## src/rtl/memory_x_sched.sv

```systemverilog
// ---------------------------------------------------------------------------
// memory_x_sched
//
// Purpose:
//   Schedules burst reads of one timestep vector (NUM words) out of memory_x
//   for two requesters: requester 0 (forward pass) and requester 1 (backprop).
//   A granted burst issues NUM sequential read addresses starting at
//   b*NUM*TIMESTEP + t*NUM.  memory_x has a one-cycle registered read, so
//   vld/idx/last lag the address by one cycle.  An extra FLUSH cycle carries
//   the final word, and one IDLE cycle always separates two bursts.
//   Arbitration is round-robin, with requester 0 favoured out of reset.
//   Requests naming a timestep >= TIMESTEP are rejected with an err pulse.
//
// Ports:
//   clk          - sole clock, rising edge
//   rst          - asynchronous active-low reset
//   req0/req1    - burst request from requester 0 / requester 1
//   t0/t1        - requested timestep (TS_W bits), sampled with the request
//   b0/b1        - requested bank, sampled with the request
//   addr         - registered read address to memory_x (12 bits)
//   gnt0/gnt1    - grant, high for every BURST and FLUSH cycle of the owner
//   vld          - memory_x read data is valid this cycle
//   idx          - word index (0..NUM-1) of the data qualified by vld
//   last         - high with vld on word NUM-1
//   err0/err1    - one-cycle pulse in the IDLE cycle that rejects a request
// ---------------------------------------------------------------------------
module memory_x_sched #(
    parameter int NUM      = 53,
    parameter int TIMESTEP = 7,
    parameter int TS_W     = 3
) (
    input  logic            clk,
    input  logic            rst,
    input  logic            req0,
    input  logic            req1,
    input  logic [TS_W-1:0] t0,
    input  logic [TS_W-1:0] t1,
    input  logic            b0,
    input  logic            b1,
    output logic [11:0]     addr,
    output logic            gnt0,
    output logic            gnt1,
    output logic            vld,
    output logic [5:0]      idx,
    output logic            last,
    output logic            err0,
    output logic            err1
);

    typedef enum logic [1:0] {
        IDLE  = 2'd0,
        BURST = 2'd1,
        FLUSH = 2'd2
    } state_t;

    localparam logic [11:0]   BANK_STRIDE = 12'(NUM * TIMESTEP);
    localparam logic [11:0]   ROW_STRIDE  = 12'(NUM);
    localparam logic [5:0]    LAST_CNT    = 6'(NUM - 1);
    localparam logic [TS_W:0] TS_LIMIT    = TIMESTEP[TS_W:0];

    state_t          r_state;
    state_t          w_stateNext;
    logic [11:0]     r_addr;
    logic [5:0]      r_cnt;
    logic            r_gnt0;
    logic            r_gnt1;
    logic            r_vld;
    logic [5:0]      r_idx;
    logic            r_last;
    logic            r_prio1;

    logic            w_tOk0;
    logic            w_tOk1;
    logic            w_legal0;
    logic            w_legal1;
    logic            w_grant0;
    logic            w_grant1;
    logic [TS_W-1:0] w_selT;
    logic            w_selB;
    logic [11:0]     w_base;

    // A request is only legal when its timestep exists in the bank; the
    // compare is widened by one bit so TIMESTEP itself is representable.
    assign w_tOk0   = ({1'b0, t0} < TS_LIMIT);
    assign w_tOk1   = ({1'b0, t1} < TS_LIMIT);
    assign w_legal0 = req0 & w_tOk0;
    assign w_legal1 = req1 & w_tOk1;

    // Rejections are reported in the very IDLE cycle that samples them, so
    // err is decoded combinationally and gated by reset to stay low there.
    assign err0 = rst & (r_state == IDLE) & req0 & ~w_tOk0;
    assign err1 = rst & (r_state == IDLE) & req1 & ~w_tOk1;

    // Burst start address for whichever requester wins arbitration.
    assign w_base = (w_selB ? BANK_STRIDE : 12'd0) + (12'(w_selT) * ROW_STRIDE);

    // State register.
    always_ff @(posedge clk or negedge rst) begin
        if (!rst) begin
            r_state <= IDLE;
        end else begin
            r_state <= w_stateNext;
        end
    end

    // Next-state and arbitration.  Round-robin: when both are legal, the
    // requester not served last wins; a lone legal request always wins,
    // even if the other requester was rejected in the same cycle.
    always_comb begin
        w_stateNext = r_state;
        w_grant0    = 1'b0;
        w_grant1    = 1'b0;
        w_selT      = t0;
        w_selB      = b0;
        case (r_state)
            IDLE: begin
                w_grant0 = w_legal0 & (~w_legal1 | ~r_prio1);
                w_grant1 = w_legal1 & ~w_grant0;
                if (w_grant1) begin
                    w_selT = t1;
                    w_selB = b1;
                end
                if (w_grant0 | w_grant1) begin
                    w_stateNext = BURST;
                end
            end
            BURST: begin
                if (r_cnt == LAST_CNT) begin
                    w_stateNext = FLUSH;
                end
            end
            FLUSH: begin
                w_stateNext = IDLE;
            end
            default: begin
                w_stateNext = IDLE;
            end
        endcase
    end

    // Datapath.  The base address is captured at grant and then only
    // incremented, so requester inputs during a burst have no effect.  The
    // data-side outputs are a one-cycle delayed copy of the BURST cycles,
    // which makes FLUSH the cycle that carries the final word.
    always_ff @(posedge clk or negedge rst) begin
        if (!rst) begin
            r_addr  <= 12'd0;
            r_cnt   <= 6'd0;
            r_gnt0  <= 1'b0;
            r_gnt1  <= 1'b0;
            r_vld   <= 1'b0;
            r_idx   <= 6'd0;
            r_last  <= 1'b0;
            r_prio1 <= 1'b0;
        end else begin
            case (r_state)
                IDLE: begin
                    if (w_grant0 | w_grant1) begin
                        r_addr  <= w_base;
                        r_cnt   <= 6'd0;
                        r_gnt0  <= w_grant0;
                        r_gnt1  <= w_grant1;
                        r_prio1 <= w_grant0;
                    end
                end
                BURST: begin
                    if (r_cnt != LAST_CNT) begin
                        r_addr <= r_addr + 12'd1;
                        r_cnt  <= r_cnt + 6'd1;
                    end
                end
                FLUSH: begin
                    r_gnt0 <= 1'b0;
                    r_gnt1 <= 1'b0;
                end
                default: begin
                    r_gnt0 <= 1'b0;
                    r_gnt1 <= 1'b0;
                end
            endcase
            r_vld  <= (r_state == BURST);
            r_idx  <= (r_state == BURST) ? r_cnt : 6'd0;
            r_last <= (r_state == BURST) && (r_cnt == LAST_CNT);
        end
    end

    assign addr = r_addr;
    assign gnt0 = r_gnt0;
    assign gnt1 = r_gnt1;
    assign vld  = r_vld;
    assign idx  = r_idx;
    assign last = r_last;

endmodule

```

## config.mk

```make
export PLATFORM = sky130hd
export DESIGN_NAME = memory_x_sched
export DESIGN_NICKNAME = d
export VERILOG_FILES = /design/src/rtl/memory_x_sched.sv
export SDC_FILE = /design/constraint.sdc
export NUM_CORES = 1
export LEC_CHECK = 0
export ABC_AREA = 1
export CORE_MARGIN = 1
export CORE_UTILIZATION = 45
export CTS_BUF_LIST = sky130_fd_sc_hd__clkbuf_2 sky130_fd_sc_hd__clkbuf_4 sky130_fd_sc_hd__clkbuf_8
export DETAILED_ROUTE_END_ITERATION = 7
export MAX_ROUTING_LAYER = met4
export PLACE_DENSITY = 0.69
export SYNTH_ARGS = -nofsm -noshare
export SYNTH_HDL_FRONTEND = slang
export SYNTH_SLANG_ARGS = --single-unit
export TNS_END_PERCENT = 20
```

## constraint.sdc

```tcl
create_clock -name clk -period 4 [get_ports clk]
set_clock_uncertainty 0.15 [all_clocks]
set_input_delay 0.8 -clock clk [delete_from_list [all_inputs] [get_ports clk]]
set_output_delay 0.8 -clock clk [all_outputs]
set_load 0.01 [all_outputs]
```

==> Yosys cells after proc, flatten, opt, wreduce, memory -nomap -nowiden <==
Cells that the tools add are included.
W data, S select, Z words.
{ "classes": {"reduce_logical": 7, "eq_ne": 7, "order_cmp": 2, "n_addsub": 3, "n_mul": 1, "bitwise": 18, "n_mux": 21} }
{ "ops": {"columns": ["cell", "n"], "rows": [
  ["$mux W12", 2],
  ["$pmux W12 S2", 1],
  ["$mux W6", 3],
  ["$add A12 B1 Y12 const B", 1],
  ["$pmux W6 S2", 1],
  ["$add A9 B9 Y10", 1],
  ["$and A1 B1 Y1", 9],
  ["$mul A3 B6 Y9 const B", 1],
  ["$mux W9", 1],
  ["$add A6 B1 Y6 const B", 1],
  ["$eq A6 B6 Y1 const B", 1],
  ["$lt A3 B3 Y1 const B", 2],
  ["$mux W1", 6],
  ["$mux W3", 2],
  ["$ne A6 B6 Y1 const B", 1],
  ["$not A1 Y1", 6],
  ["$reduce_and A2 Y1", 3],
  ["$mux W2", 2],
  ["$ne A2 B1 Y1 const B", 2],
  ["$ne A2 B2 Y1 const B", 2],
  ["$pmux W1 S2", 2],
  ["$pmux W2 S2", 1],
  ["$or A1 B1 Y1", 3],
  ["$reduce_and A3 Y1", 1],
  ["other kinds (4)", 4]
]} }
{ "totals": {"in_bits": 12, "register_bits": 31, "out_inout_bits": 24, "wordCells": 68} }

==> Logic depth before layout (Yosys ltp) <==
{ "logic_depth": {"ltp_word": 13, "mapped_depth": 23, "ltp_nobuf": 23} }

==> Worst setup path after synthesis <==
Ideal clock, no wire load.
{ "synth_timing": {"path_kind": "input -> register", "startpoint": "input t1[0]", "endpoint": "register r_addr[7] (netlist: addr[7])", "setup_time_ns": 0.081, "stages": 20, "slack_ns": 0.289, "arrival_time_ns": 3.480, "path_buffers": 0, "t_required_ns": 3.769, "cell_sequence": "nand3_2 -> nand2_1 -> nor2_4 -> nand2_4 -> or2_2 -> o21ai_0 -> inv_1 -> ha_1 -> inv_1 -> fa_1 -> inv_1 -> ha_1 -> a21oi_1 -> o21a_1 -> nand2_1 -> nand2_1 -> inv_1 -> nor2_1 -> nand2_1 -> a31oi_2"} }
{ "synth_between": {"elab_chain_cells": 13, "elab_cells_between_ends": 21, "cone_classes": "add/sub (1); mul (1); order compare (1); eq/ne (1); mux (9); bitwise (7); reduce/logical (1)"} }
{ "synth_lines": {"columns": ["item", "line_no", "source"], "rows": [
  ["from (decl)", "37", "input logic [TS_W-1:0] t1,"],
  ["$lt A3 B3 Y1", "85", "assign w_tOk1 = ({1'b0, t1} < TS_LIMIT);"],
  ["$and A1 B1 Y1", "87", "assign w_legal1 = req1 & w_tOk1;"],
  ["$not A1 Y1", "117", "w_grant0 = w_legal0 & (~w_legal1 | ~r_prio1);"],
  ["$or A1 B1 Y1", "117", null],
  ["$and A1 B1 Y1", "117", null],
  ["$not A1 Y1", "118", "w_grant1 = w_legal1 & ~w_grant0;"],
  ["$and A1 B1 Y1", "118", null],
  ["$mux W3 / $mux W1 (equally long branches)", "119", "if (w_grant1) begin"],
  ["$mux W3 / $mux W1 (equally long branches)", "115", "case (r_state)"],
  ["$mul A3 B6 Y9 / $mux W9 (equally long branches)", "95", "assign w_base = (w_selB ? BANK_STRIDE : 12'd0) + (12'(w_selT) * ROW_STRIDE);"],
  ["$add A9 B9 Y10", "95", null],
  ["$mux W12", "158", "if (w_grant0 | w_grant1) begin"],
  ["$pmux W12 S2", "156", "case (r_state)"],
  ["to (signal assigned)", "159", "r_addr <= w_base;"],
  ["to (signal assigned)", "168", "r_addr <= r_addr + 12'd1;"],
  ["to (decl)", "63", "logic [11:0] r_addr;"]
]} }
Parallel ways exist; a longest one is shown, timed or not. The select of a mux whose other input is x is not followed.
A chain may end at the register's enable or synchronous reset.

==> Worst setup path after layout <==
{ "layout_timing": {"startpoint": "input t1[1]", "endpoint": "register r_addr[9] (netlist: addr[9])"} }
Same word-level chain as after synthesis.

==> results.cfg <==
[finish]
fin_util_pct = 62.1
layout-drive-gt1-share_pct = 17.2
final_nets = 380
n_fill_cell = 437
layoutNonFillerInstCount = 416
syn_to_final_growth_pct = 33.0
antennaDiodeCount = 0

[route]
vias = 2055
wl_per_cell_um = 11.6
ant_nets = 0
drc_errors = 0
routed_wl_mm = 4.83
dr.pass1.iters = 4
viasPerCell = 4.94
initialDrtViolationCount = 140

[critical_path]
worstPathRequired_ns = 4.07
rr_startpoint = r_state[1]
endpoint_kind = register
rr_endpoint = addr[9]
critPathLaunch = t1[1]
r2r_setup_slack_ns = 0.61
cp-endpoint = addr[9]
worstPathMaxFanout = 4
worst_ep_arrival_time_ns = 3.72
worstSetupStartpointType = primary input
worstSetupPathType = primary input to register
reg2reg_depth = 21

[logic_synthesis]
async_flop_share_pct = 100
synthFlopType = dfrtp_1
syn-num-nets = 324
ys_seq_area_share_pct = 35.1
syn_area_um2 = 2210
syn_area_per_cell_um2 = 7.56
ys_ff_latch = 31
yosysWarnings = 0
synth_edf_count = 0
syn_inst = 292
yosysUniqueCellTypes = 35

[min_path]
hold_path_class = register to register

[timing]
whs_ns = 0.346
setup_viol = 0
setup_tns_ns = 0
finalHoldViolations = 0
worst_slack_ns = 0.347
slew_violations = 0
worst_slew_pin_slew_ns = 0.730
max_slew_margin_pct = 51.2
rsz0062_at_grt = false
fmax_ghz = 0.274
min_period_ns = 3.65
finalCritPeriodShare_pct = 91.3

[run]
drv_cap = 0

[floorplan]
core_um2 = 4720
start_util_pct = 46.7
ios = 36
die_w_um = 72.0
fp-row-count = 25
fp.dieArea_um2 = 5190
die_h_um = 72.0

[cts]
htree_levels = 2
clockRootBuffer = clkbuf_8
clk_latency_ns = 0.28
cts_sinks = 31
cts_buffers = 5
cts.clk_slew.worst_paths_ns = 0.07
cts_tree = done
clock_path_buffers = 2

[global_routing]
antenna_found_initial = 0
grt_pass1_wl_mm = 8.55
grtUsageTotal_pct = 21.7
grt_pass1_vias = 1937
overflow = 0
grt_max_degree = 32

[power_and_ir_drop]
vdd_drop_max_v = 0.000283
p_per_area_nw_per_um2 = 730
p_leak_nw = 1.57

[placement]
dp_cells = 405
dp_hpwl_mm = 3.68
place.gp.congestion = 0.870
pre_cts_ws_ns = -0.397
io_buffer_count = 35

[run_status]
outcome = complete, no violations
cells in the final DEF (no fill, tap or decap), drive strengths merged, types with 5 or more instances in the layout:
master	n
ha	18
nand2	65
nor2	25
nand3	29
dlymetal6s2s	8
clkbuf	5
buf	20
a21oi	13
dfrtp	31
xor2	5
clkdlybuf4s50	27
o21ai	17
a31oi	6
inv	51
critical path, stage by stage:
cell	delay [ns]
dlymetal6s2s_1	0.14
nand3_2	0.11
nand2_2	0.07
nor2_4	0.12
nand2_4	0.07
or2_2	0.28
o21ai_2	0.08
inv_2	0.08
ha_1	0.27
inv_1	0.05
fa_1	0.49
inv_1	0.06
ha_4	0.28
nand2_1	0.07
o21a_1	0.17
nand2_1	0.08
nand2_1	0.06
inv_2	0.06
nand3_1	0.08
nand2_1	0.07
nand2_1	0.06
a21oi_2	0.15
registers in the layout, summed over array words and instances, names as in the netlist:
register,flops
vld,1
idx,6
r_prio1,1
gnt0,1
last,1
gnt1,1
r_state,2
addr,12
r_cnt,6
worst min path at each step:
stage                 start  endpoint  slack [ns]  depth (start not counted)
floorplan           r_prio1   r_prio1        0.29                          2
global placement       gnt1      gnt1        0.31                          2
detailed placement  r_prio1   r_prio1        0.32                          2
CTS                 r_prio1   r_prio1        0.33                          2
global route           gnt0      gnt0        0.37                          2
finish                 gnt0      gnt0        0.35                          2
synth_stat cells (3+ instances only):
master	instances	area, µm²
nand2_2	3	18.8
xor2_1	5	43.8
a31oi_1	5	31.3
nand3_1	27	135
nand2_1	61	229
dfrtp_1	31	776
clkbuf_1	3	11.3
ha_1	18	225
inv_1	46	173
a21oi_1	12	60.1
nor2_1	24	90.1
nor3_1	4	20.0
o21ai_1	8	40.0
inv_2	5	18.8
nand4_1	4	25.0
nor4_1	3	18.8
o21ai_0	9	45.0
stage by stage:
| step | power (mW) | area (µm²) |
|---|---|---|
| detailed placement | 1.79 | 2720 |
| global placement | 1.76 | 2720 |
| global route | 2.36 | 2940 |
| CTS | 2.13 | 2870 |
| finish | 2.14 | 2940 |
| floorplan | 1.38 | 2210 |
layout make-up:
class	count	area [µm²]	share of cell area [%]
clock buffers	5	68.8	2.34
clock inverters	3	43.8	1.49
inverters	51	191	6.52
multi-input cells	204	1250	42.6
flip-flops and latches	31	776	26.4
well taps	67	83.8	2.86
repair buffers	55	520	17.7
cells by family after synthesis:
logic type,count (synthesis),share of synthesized area [%]
and+or+nand+nor,135,28.1
DFF,31,35.1
buffers and inverters,57,10.7
xor gates and xnor gates,5,1.98
AOI/OAI and AO/OA,44,12.1
adders and majority gates,20,12.0
routing by layer:
layer / vias to the layer above / part of all wire [%] / track usage (%)
met1: 946 / 48 / 26.4
met3: 6 / 2.2 / 3.33
met2: 37 / 48 / 36.8
met4: 0 / 1.7 / 7.19
met5: - / 0 / -
li1: 1066 / - / -
report_power, final:
part	internal, mW	switching (mW)
combinational	0.570	0.686
clock	0.185	0.120
sequential	0.459	0.121
total	1.21	0.928
repair_timing:
action | CTS | global route
hold buffers | 0 | 0
pin swaps | 1 | 6
hold endpoints to repair | 0 | 0
buffers inserted | 1 | 2
resized for setup | 5 | 17
setup endpoints to repair | 3 | 4
No activity file was read; power rests on OpenSTA's default activity.
